### config.mk
export PLATFORM = sky130hd
export DESIGN_NAME = message_packetizer_flat
export DESIGN_NICKNAME = d
export VERILOG_FILES = /design/src/rtl/message_packetizer_if.sv /design/src/rtl/message_packetizer.sv /design/src/flat_wrapper.sv
export SDC_FILE = /design/constraint.sdc
export NUM_CORES = 2
export LEC_CHECK = 0
export ABC_AREA = 0
export CORE_MARGIN = 2
export CORE_UTILIZATION = 25
export DETAILED_ROUTE_END_ITERATION = 7
export GPL_ROUTABILITY_DRIVEN = 0
export SLEW_MARGIN = 20
export SYNTH_ARGS = -nofsm -noshare
export SYNTH_HDL_FRONTEND = slang
export SYNTH_SLANG_ARGS = --single-unit
### constraint.sdc
create_clock -name clk -period 7.3 [get_ports clk]
set_clock_uncertainty 0.1 [all_clocks]
set_input_delay 1.095 -clock clk [delete_from_list [all_inputs] [get_ports clk]]
set_output_delay 1.095 -clock clk [all_outputs]
set_load 0.02 [all_outputs]
### src/rtl/message_packetizer_if.sv
// Word-stream interface of the message packetizer: raw input words plus flush
// on one side, message-stream words and the sticky drop flag on the other.
interface message_packetizer_if #(
    parameter int WIDTH = 32
);
    logic [WIDTH-1:0] in_data;
    logic             in_nd;
    logic             flush;
    logic [WIDTH-1:0] out_data;
    logic             out_nd;
    logic             error;

    modport master (
        output in_data,
        output in_nd,
        output flush,
        input  out_data,
        input  out_nd,
        input  error
    );

    modport slave (
        input  in_data,
        input  in_nd,
        input  flush,
        output out_data,
        output out_nd,
        output error
    );
endinterface

### src/rtl/message_packetizer.sv
// Packs a raw word stream into header-first message-stream packets, buffering
// payload words in a circular RAM until their packet is closed.
module message_packetizer #(
    parameter int WIDTH                 = 32,
    parameter int PACKET_LENGTH         = 16,
    parameter int BUFFER_LENGTH         = 64,
    parameter int LOG_BUFFER_LENGTH     = 6,
    parameter int MAX_PACKET_LENGTH     = 1024,
    parameter int LOG_MAX_PACKET_LENGTH = 10
) (
    input logic                clk,
    input logic                rst,
    message_packetizer_if.slave bus
);
    localparam int CW   = LOG_BUFFER_LENGTH + 1;
    localparam int LW   = LOG_MAX_PACKET_LENGTH;
    localparam int PW   = LOG_BUFFER_LENGTH;

    localparam logic [CW-1:0] BUF_FULL = CW'(BUFFER_LENGTH);
    localparam logic [CW-1:0] PKT_LEN  = CW'(PACKET_LENGTH);
    localparam logic [PW-1:0] PTR_ONE  = {{(PW-1){1'b0}}, 1'b1};
    localparam logic [LW-1:0] REM_ONE  = {{(LW-1){1'b0}}, 1'b1};

    if (PACKET_LENGTH < 1 || PACKET_LENGTH > MAX_PACKET_LENGTH ||
        PACKET_LENGTH > BUFFER_LENGTH) begin : g_param_check
        $error("message_packetizer: PACKET_LENGTH out of range");
    end

    typedef enum logic [1:0] {
        IDLE    = 2'd0,
        HEADER  = 2'd1,
        PAYLOAD = 2'd2
    } state_t;

    function automatic logic [WIDTH-1:0] make_header(input logic [LW-1:0] len);
        logic [WIDTH-1:0] hdr;
        hdr                = {WIDTH{1'b0}};
        hdr[WIDTH-1]       = 1'b1;
        hdr[WIDTH-2 -: LW] = len;
        return hdr;
    endfunction

    logic [WIDTH-1:0] mem [BUFFER_LENGTH];
    logic [LW-1:0]    len_q [BUFFER_LENGTH];

    logic [PW-1:0]    wr_ptr_r;
    logic [PW-1:0]    rd_ptr_r;
    logic [CW-1:0]    occ_r;
    logic [CW-1:0]    count_r;
    logic [PW-1:0]    q_head_r;
    logic [PW-1:0]    q_tail_r;
    logic [CW-1:0]    q_count_r;
    logic [WIDTH-1:0] rd_data_r;
    logic [WIDTH-1:0] out_data_r;
    logic             out_nd_r;
    logic             error_r;
    logic [LW-1:0]    rem_r;
    state_t           state_r;

    logic             wr_acc_s;
    logic [CW-1:0]    count_next_s;
    logic             close_s;
    logic             q_nonempty_s;
    logic             pop_s;
    logic             free_s;
    logic [LW-1:0]    len_head_s;

    assign wr_acc_s     = bus.in_nd && (occ_r < BUF_FULL);
    assign count_next_s = count_r + CW'(wr_acc_s);
    assign close_s      = (count_next_s == PKT_LEN) ||
                          (bus.flush && (count_next_s != {CW{1'b0}}));
    assign q_nonempty_s = (q_count_r != {CW{1'b0}});
    // A header may start from IDLE or straight after the last payload word.
    assign pop_s        = q_nonempty_s &&
                          ((state_r == IDLE) || (rem_r == {LW{1'b0}}));
    assign free_s       = (state_r != IDLE) && (rem_r != {LW{1'b0}});
    assign len_head_s   = len_q[q_head_r];

    assign bus.out_data = out_data_r;
    assign bus.out_nd   = out_nd_r;
    assign bus.error    = error_r;

    // Payload RAM and length queue storage; registered RAM read at rd_ptr_r.
    always_ff @(posedge clk) begin
        if (wr_acc_s) begin
            mem[wr_ptr_r] <= bus.in_data;
        end
        if (close_s) begin
            len_q[q_tail_r] <= LW'(count_next_s);
        end
        rd_data_r <= mem[rd_ptr_r];
    end

    // Write side: open-packet count, occupancy, length queue and drop flag.
    always_ff @(posedge clk or posedge rst) begin
        if (rst) begin
            wr_ptr_r  <= {PW{1'b0}};
            occ_r     <= {CW{1'b0}};
            count_r   <= {CW{1'b0}};
            q_head_r  <= {PW{1'b0}};
            q_tail_r  <= {PW{1'b0}};
            q_count_r <= {CW{1'b0}};
            error_r   <= 1'b0;
        end else begin
            if (wr_acc_s) begin
                wr_ptr_r <= wr_ptr_r + PTR_ONE;
            end
            count_r   <= close_s ? {CW{1'b0}} : count_next_s;
            occ_r     <= occ_r + CW'(wr_acc_s) - CW'(free_s);
            if (close_s) begin
                q_tail_r <= q_tail_r + PTR_ONE;
            end
            if (pop_s) begin
                q_head_r <= q_head_r + PTR_ONE;
            end
            q_count_r <= q_count_r + CW'(close_s) - CW'(pop_s);
            error_r   <= error_r | (bus.in_nd & ~wr_acc_s);
        end
    end

    // Output FSM; rd_ptr_r runs one word ahead so rd_data_r is ready each cycle.
    always_ff @(posedge clk or posedge rst) begin
        if (rst) begin
            state_r    <= IDLE;
            rem_r      <= {LW{1'b0}};
            rd_ptr_r   <= {PW{1'b0}};
            out_data_r <= {WIDTH{1'b0}};
            out_nd_r   <= 1'b0;
        end else begin
            case (state_r)
                IDLE: begin
                    if (pop_s) begin
                        out_data_r <= make_header(len_head_s);
                        out_nd_r   <= 1'b1;
                        rem_r      <= len_head_s;
                        rd_ptr_r   <= rd_ptr_r + PTR_ONE;
                        state_r    <= HEADER;
                    end else begin
                        out_nd_r   <= 1'b0;
                    end
                end
                HEADER, PAYLOAD: begin
                    if (rem_r != {LW{1'b0}}) begin
                        out_data_r <= rd_data_r;
                        out_nd_r   <= 1'b1;
                        rem_r      <= rem_r - REM_ONE;
                        if (rem_r != REM_ONE) begin
                            rd_ptr_r <= rd_ptr_r + PTR_ONE;
                        end else begin
                            rd_ptr_r <= rd_ptr_r;
                        end
                        state_r    <= PAYLOAD;
                    end else if (pop_s) begin
                        out_data_r <= make_header(len_head_s);
                        out_nd_r   <= 1'b1;
                        rem_r      <= len_head_s;
                        rd_ptr_r   <= rd_ptr_r + PTR_ONE;
                        state_r    <= HEADER;
                    end else begin
                        out_nd_r   <= 1'b0;
                        state_r    <= IDLE;
                    end
                end
                default: begin
                    out_nd_r <= 1'b0;
                    rem_r    <= {LW{1'b0}};
                    state_r  <= IDLE;
                end
            endcase
        end
    end
endmodule

### src/flat_wrapper.sv
// flat-port wrapper written by rule: the top's interface ports become plain ports
module message_packetizer_flat 
#(
    parameter int WIDTH                 = 32,
    parameter int PACKET_LENGTH         = 16,
    parameter int BUFFER_LENGTH         = 64,
    parameter int LOG_BUFFER_LENGTH     = 6,
    parameter int MAX_PACKET_LENGTH     = 1024,
    parameter int LOG_MAX_PACKET_LENGTH = 10
)
  (clk, rst, bus_in_data, bus_in_nd, bus_flush, bus_out_data, bus_out_nd, bus_error);
  message_packetizer_if #(.WIDTH(WIDTH)) bus_i ();
  input logic clk;
  input logic rst;
  input wire logic [$bits(bus_i.in_data)-1:0] bus_in_data;
  input wire logic [$bits(bus_i.in_nd)-1:0] bus_in_nd;
  input wire logic [$bits(bus_i.flush)-1:0] bus_flush;
  output wire logic [$bits(bus_i.out_data)-1:0] bus_out_data;
  output wire logic [$bits(bus_i.out_nd)-1:0] bus_out_nd;
  output wire logic [$bits(bus_i.error)-1:0] bus_error;
  assign bus_i.in_data = bus_in_data;
  assign bus_i.in_nd = bus_in_nd;
  assign bus_i.flush = bus_flush;
  assign bus_out_data = bus_i.out_data;
  assign bus_out_nd = bus_i.out_nd;
  assign bus_error = bus_i.error;
  message_packetizer #(.WIDTH(WIDTH), .PACKET_LENGTH(PACKET_LENGTH), .BUFFER_LENGTH(BUFFER_LENGTH), .LOG_BUFFER_LENGTH(LOG_BUFFER_LENGTH), .MAX_PACKET_LENGTH(MAX_PACKET_LENGTH), .LOG_MAX_PACKET_LENGTH(LOG_MAX_PACKET_LENGTH)) u_core (.clk(clk), .rst(rst), .bus(bus_i));
endmodule
# Yosys cells after proc, flatten, opt, wreduce, memory -nomap -nowiden
# Memories as Yosys holds them, arrays and structs flattened. A register that Yosys moved wholly into a read port is not among the register bits.
# Cells that the tools add are included.
[word_totals] ramBits=2496 memories=2 register_bits=91 out_inout_bits=34
[mem_list] name="u_core.mem" words=64 word_bits=32 read_ports=1 rd_clocked_by_memory_dff=1 write_ports=1 line="message_packetizer.sv:43" source="logic [WIDTH-1:0] mem [BUFFER_LENGTH];"
[mem_list] name="u_core.len_q" words=64 word_bits=7 read_ports=1 rd_clocked_by_memory_dff=0 write_ports=1 line="message_packetizer.sv:44" source="logic [LW-1:0] len_q [BUFFER_LENGTH];"
[op_classes] n_reduce_logical=15 eq_ne=6 n_lt_le_gt_ge=1 add_sub_neg=10 n_mux=22 bitwise=3
[ops] cell="32-bit 2-to-1 mux" n=2
[ops] cell="32-bit case mux with 2 select lines" n=1
[ops] cell="6-bit by 1-bit adder with 6-bit output, second input constant" n=4
[ops] cell="7-bit by 1-bit adder with 7-bit output" n=3
[ops] cell="10-bit 2-to-1 mux" n=2
[ops] cell="10-bit case mux with 2 select lines" n=1
[ops] cell="6-bit 2-to-1 mux" n=3
[ops] cell="7-bit nonzero test" n=2
[ops] cell="7-bit by 1-bit subtractor with 7-bit output" n=2
[ops] cell="6-bit case mux with 2 select lines" n=1
[ops] cell="10-bit logical NOT" n=1
[ops] cell="10-bit by 1-bit inequality test with 1-bit output, second input constant" n=1
[ops] cell="10-bit nonzero test" n=1
[ops] cell="10-bit by 1-bit subtractor with 10-bit output, second input constant" n=1
[ops] cell="7-bit by 5-bit equality test with 1-bit output, second input constant" n=1
[ops] cell="7-bit < comparator, second input constant" n=1
[ops] cell="1-bit 2-to-1 mux" n=7
[ops] cell="7-bit 2-to-1 mux" n=1
[ops] cell="1-bit logical AND" n=4
[ops] cell="2-bit 2-to-1 mux" n=2
[ops] cell="2-bit case mux with 2 select lines" n=1
[ops] cell="2-bit nonzero test" n=2
[ops] cell="3-bit inequality test, second input constant" n=1
[ops] cell="2-bit by 1-bit equality test with 1-bit output, second input constant" n=1
[ops] cell="other kinds (10)" n=11

# Longest topological paths before layout
[depth] depth_word=8 depth_mapped=21 depth_no_buf=18

# Worst setup path before layout
# Ideal clock, no wire load.
[synth_path] path_kind="input-to-reg" from="input port bus_in_nd" to="register u_core.q_count_r[6]" t_arrival_ns=6.071 t_required_ns=7.075 setup_slack_ns=1.004 setup_ns=0.125 cell_stages=20 n_path_buf=3 path_cell_list="nor2b_1 > clkbuf_1 > ha_1 > and3_1 > nand3_1 > xnor2_1 > or4b_1 > buf_2 > mux2i_4 > buf_4 > inv_1 > ha_1 > inv_1 > fa_1 > nand2b_1 > a21oi_1 > o21ai_0 > a21oi_1 > nor2_1 > xnor2_1"
[synth_via] elab_chain_len=7 word_cells_on_any_way=8
[synth_lines] element="start: declaration" line="flat_wrapper.sv:16" source="input wire logic [$bits(bus_i.in_nd)-1:0] bus_in_nd;"
[synth_lines] element="1-bit logical AND (*)" line="message_packetizer.sv:68" source="assign wr_acc_s = bus.in_nd && (occ_r < BUF_FULL);"
[synth_lines] element="net u_core.wr_acc_s" line="message_packetizer.sv:60" source="logic wr_acc_s;"
[synth_lines] element="7-bit by 1-bit adder with 7-bit output (*)" line="message_packetizer.sv:69" source="assign count_next_s = count_r + CW'(wr_acc_s);"
[synth_lines] element="net u_core.count_next_s[5]" line="message_packetizer.sv:61" source="logic [CW-1:0] count_next_s;"
[synth_lines] element="7-bit nonzero test" line="message_packetizer.sv:71" source="(bus.flush && (count_next_s != {CW{1'b0}}));"
[synth_lines] element="1-bit logical AND" line="message_packetizer.sv:71"
[synth_lines] element="1-bit logical OR (*)" line="message_packetizer.sv:70" source="assign close_s = (count_next_s == PKT_LEN) ||"
[synth_lines] element="net u_core.close_s" line="message_packetizer.sv:62" source="logic close_s;"
[synth_lines] element="7-bit by 1-bit adder with 7-bit output (*)" line="message_packetizer.sv:116" source="q_count_r <= q_count_r + CW'(close_s) - CW'(pop_s);"
[synth_lines] element="7-bit by 1-bit subtractor with 7-bit output (*)" line="message_packetizer.sv:116"
[synth_lines] element="end signal: assignment" line="message_packetizer.sv:102" source="q_count_r <= {CW{1'b0}};"
[synth_lines] element="end signal: assignment" line="message_packetizer.sv:116"
[synth_lines] element="end: declaration" line="message_packetizer.sv:52" source="logic [CW-1:0] q_count_r;"
# Mark *: on every way through the listed nets, which the timed path passes. The rest lies on a longest branch.
# A chain may end at the register's enable or synchronous reset.

# Worst setup path after layout
[layout_path] from="input port bus_in_nd" to="register u_core.q_count_r[6]"
[layout_via] elab_chain_len=7 word_cells_on_any_way=8
[layout_lines] element="1-bit logical AND (*)" line="message_packetizer.sv:68"
[layout_lines] element="7-bit by 1-bit adder with 7-bit output (*)" line="message_packetizer.sv:69"
[layout_lines] element="7-bit nonzero test" line="message_packetizer.sv:71"
[layout_lines] element="1-bit logical AND" line="message_packetizer.sv:71"
[layout_lines] element="1-bit logical OR (*)" line="message_packetizer.sv:70"
[layout_lines] element="net u_core.close_s" line="message_packetizer.sv:62"
[layout_lines] element="7-bit by 1-bit adder with 7-bit output (*)" line="message_packetizer.sv:116"
[layout_lines] element="7-bit by 1-bit subtractor with 7-bit output (*)" line="message_packetizer.sv:116"
# Marked as above.

==> out/metrics.csv <==
stage,metric,value,unit
finish,Multi-input gate area,21900,sq um
critical_path,critical-path maximum fanout,6,
clock_tree,CTS resizes,0,
clock_tree,Num CTS Buffers,282,
sta,Final min period,4.965,ns
critical_path,Worst Path Arrival,5.53,ns
grt,vias in the first global route,47850,
placed_design,DP HPWL,157.4,mm
detailed_routing,Total Routed Length,262.3,mm
critical_path,crit path buf inv count,3,
critical_path,WS Path Type,input pin to flop,
sta,hold slack,0.3578,ns
finish,"commonest non-fill, non-tap cell in the layout",edfxtp_1,
yosys,"flops & latches, synth",2619,
detailed_routing,vias per cell,4.682,
power,Power Total,45570,uW
clock_tree,Clock Tree Buf Depth,4,
critical_path,reg2reg path depth,17,
detailed_routing,final antenna-violating net count,0,
grt,initial antenna violation count,16,
grt,first-pass GRT wire length,371.4,mm
floorplanning,Top Ports,70,
grt,aggregate global routing overflow,0,
yosys,ys async rst share,3.475,%
power,ratio of total power to cell area,385.9,nW/um^2
critical_path,cell family with most CP delay,simple AND/OR/NAND/NOR gates,
clock_tree,CTS tree,yes,
floorplanning,core area,400000,sq um
finish,Area Overhead vs Synth,17.43,%
sta,Fmax,0.2014,GHz
yosys,count of unique library cells instantiated by Yosys,69,
placed_design,worst slack at placement,1.274,ns
yosys,"Seq/Total Area, Yosys",77.44,%
critical_path,endpoint type of the worst setup path,flop,
finish,Register Area,77900,sq um
clock_tree,root buffer cell,clkbuf_16,
yosys,synth warn,0,
finish,# fillers,38200,
floorplanning,Initial Utilization,25.14,%
flow_run,max cap viols,0,
clock_tree,Clock Latency Late Sink,0.86,ns
sta,Least-Margin Pin Slew,1.186,ns
detailed_routing,drt drc,0,
placed_design,I/O Buffers,69,
yosys,mean area per synthesized cell,22.68,sq um
detailed_routing,DRT Pass-1 Iters,5,
yosys,mapped cell area,100600,sq um
finish,layout cells sized above 1,28.55,%
sta,final setup vio count,0,
clock_tree,H-tree Lvls,5,
yosys,number of flops mapped to enable cells by yosys,2496,
sta,max-slew headroom at the worst pin,20.88,%
clock_tree,hold_buf cts,0,
sta,final hold violation count,0,
grt,gr usage total,12.55,%
critical_path,R2R Path Start,u_core.rem_r[0],
critical_path,worst-path cell chain,clkdlybuf4s50_1 > nor2b_1 > ha_2 > ha_2 > nand3_1 > nor2_1 > xnor2_1 > or4b_1 > mux2i_4 > inv_1 > ha_1 > inv_1 > fa_1 > nand2b_1 > a21oi_1 > o21ai_0 > a21oi_1 > nor2_1 > xnor2_1,
critical_path,end of the critical path,u_core.q_count_r[6],
clock_tree,clk slew on worst S/H paths,0.06,ns
yosys,Syn Inst Count,4433,
detailed_routing,Iter 0 DRT Violations,5994,
detailed_routing,vias,47680,
critical_path,crit-path max cell delay,0.70,ns
sta,RSZ-0062 raised after global routing,false,
sta,Setup WS post-layout,2.335,ns
sta,max-slew violation count,0,
outcome,status,"complete, no violations",
yosys,"Primary FF master, synth",edfxtp_1,
critical_path,WP data required,7.87,ns
clock_tree,Post-CTS Setup Inserts,0,
critical_path,worst setup path start,bus_in_nd,
sta,Tcrit/Tclk final,68.01,%
yosys,Mapped Nets,4497,
floorplanning,die area,407300,sq um
clock_tree,CTS Sinks,2619,
floorplanning,# rows,232,
critical_path,r2r setup slk,2.78,ns
sta,post-route setup TNS,0,ns
critical_path,crit path launch type,input pin,
finish,most frequent cells in the layout,"edfxtp_1 (2,496), mux4_2 (700), clkbuf_16 (286), buf_4 (124), mux2i_1 (89)",
power,largest vdd supply drop,0.0002855,V
detailed_routing,WL/cell,25.76,um
floorplanning,chip width,638.2,um
power,leakage,0.03626,uW
critical_path,worst-path cell with the longest stage delay,or4b_1,
floorplanning,chip height,638.2,um
critical_path,RR Endpoint,u_core.q_count_r[6],
min_path,Min-Delay Path Class,flop to flop,
finish,"Core Util, Final",29.52,%
grt,pin count of the biggest net entering global routing,100,
finish,final net count,4763,
critical_path,WP depth,19,
how the worst min path moves through the flow:
stage / end / cells after the start / from
after global routing: u_core.bus.out_data[9] / 1 / u_core.rd_data_r[9]
after global placement: u_core.bus.out_data[17] / 1 / u_core.rd_data_r[17]
after CTS: u_core.bus.out_data[9] / 1 / u_core.rd_data_r[9]
after floorplan: u_core.bus.out_data[10] / 1 / u_core.rd_data_r[10]
after detailed placement: u_core.bus.out_data[9] / 1 / u_core.rd_data_r[9]
final: u_core.bus.out_data[9] / 1 / u_core.rd_data_r[9]
report_power, final:
| part | switching, uW | internal [uW] |
|---|---|---|
| sequential | 770 | 17300 |
| combinational | 7990 | 5500 |
| clock | 5810 | 8240 |
| total | 14600 | 31000 |
state kept, by name, summed over array words and instances, names as in the netlist, 2 cells and up:
register,count
u_core.mem,2048
u_core.len_q,448
u_core.bus.out_data,32
u_core.rd_data_r,32
u_core.rem_r,10
u_core.count_r,7
u_core.occ_r,7
u_core.q_count_r,7
u_core.q_head_r,6
u_core.q_tail_r,6
u_core.rd_ptr_r,6
u_core.wr_ptr_r,6
u_core.state_r,2
stage by stage:
stage               instances  instance area, sq um
global route            10180                118100
finish                  10180                118100
detailed placement       9673                108800
floorplan                4433                100600
CTS                     10170                117900
global placement         9642                108100
cells by family (layout without fill, tap and decap cells):
| kind of cell | after synthesis | count (layout) | share of synthesized area (%) |
|---|---|---|---|
| multiplexers | 798 | 798 | 16.69 |
| buffers and inverters | 287 | 768 | 1.329 |
| AND/OR/NAND/NOR | 385 | 385 | 1.894 |
| other | 0 | 5 | 0 |
| XOR/XNOR | 38 | 38 | 0.3310 |
| adder cells (fa/ha/maj) | 28 | 28 | 0.3633 |
| AO/OA/AOI/OAI | 278 | 278 | 1.955 |
| flip-flops | 2619 | 2619 | 77.44 |
cell usage after synthesis (25+ instances only):
master	number	share of area, %
nor2b_1	33	0.21
mux2i_1	89	0.89
a211oi_1	37	0.28
inv_1	38	0.14
a22o_1	38	0.33
nor2_1	116	0.43
clkbuf_1	100	0.37
mux4_2	700	16
xnor2_1	25	0.22
buf_1	27	0.10
dfxtp_1	32	0.64
o22ai_1	44	0.27
nand2_1	67	0.25
ha_1	26	0.32
edfxtp_1	2496	75
a21oi_1	47	0.23
nor3_1	65	0.32
buf_2	87	0.43
a22oi_1	37	0.28
buf_4	28	0.21
dfrtp_1	91	2.3
layer usage:
layer  vias to the layer above  GRT usage, %  share of wire, %
met3                       377         2.094               7.4
met5                         -             0            0.0042
met1                     25930         17.07                41
met4                         2         3.448               2.9
li1                      19350             -                 -
met2                      2024         20.71                49
final cells by class:
cell class	instances	share of cell area [%]
antenna	5	0.01060
timing repair buffer	230	2.088
clock buffer	359	6.412
sequential	2619	65.97
multi-input combinational	1527	18.55
inverter	39	0.1282
clock inverter	140	1.264
tap	5265	5.579
worst reg2reg max path: cells and delay by family, from the launching register on:
kind / cells / cell delay, ns
AOI/OAI and AO/OA: 4 / 0.85
xor gates and xnor gates: 1 / 0.12
adders and majority gates: 4 / 1.26
buffers and inverters: 4 / 0.67
DFF: 1 / 0.47
and+or+nand+nor: 4 / 0.92
Power figures use the tool's default switching activity.
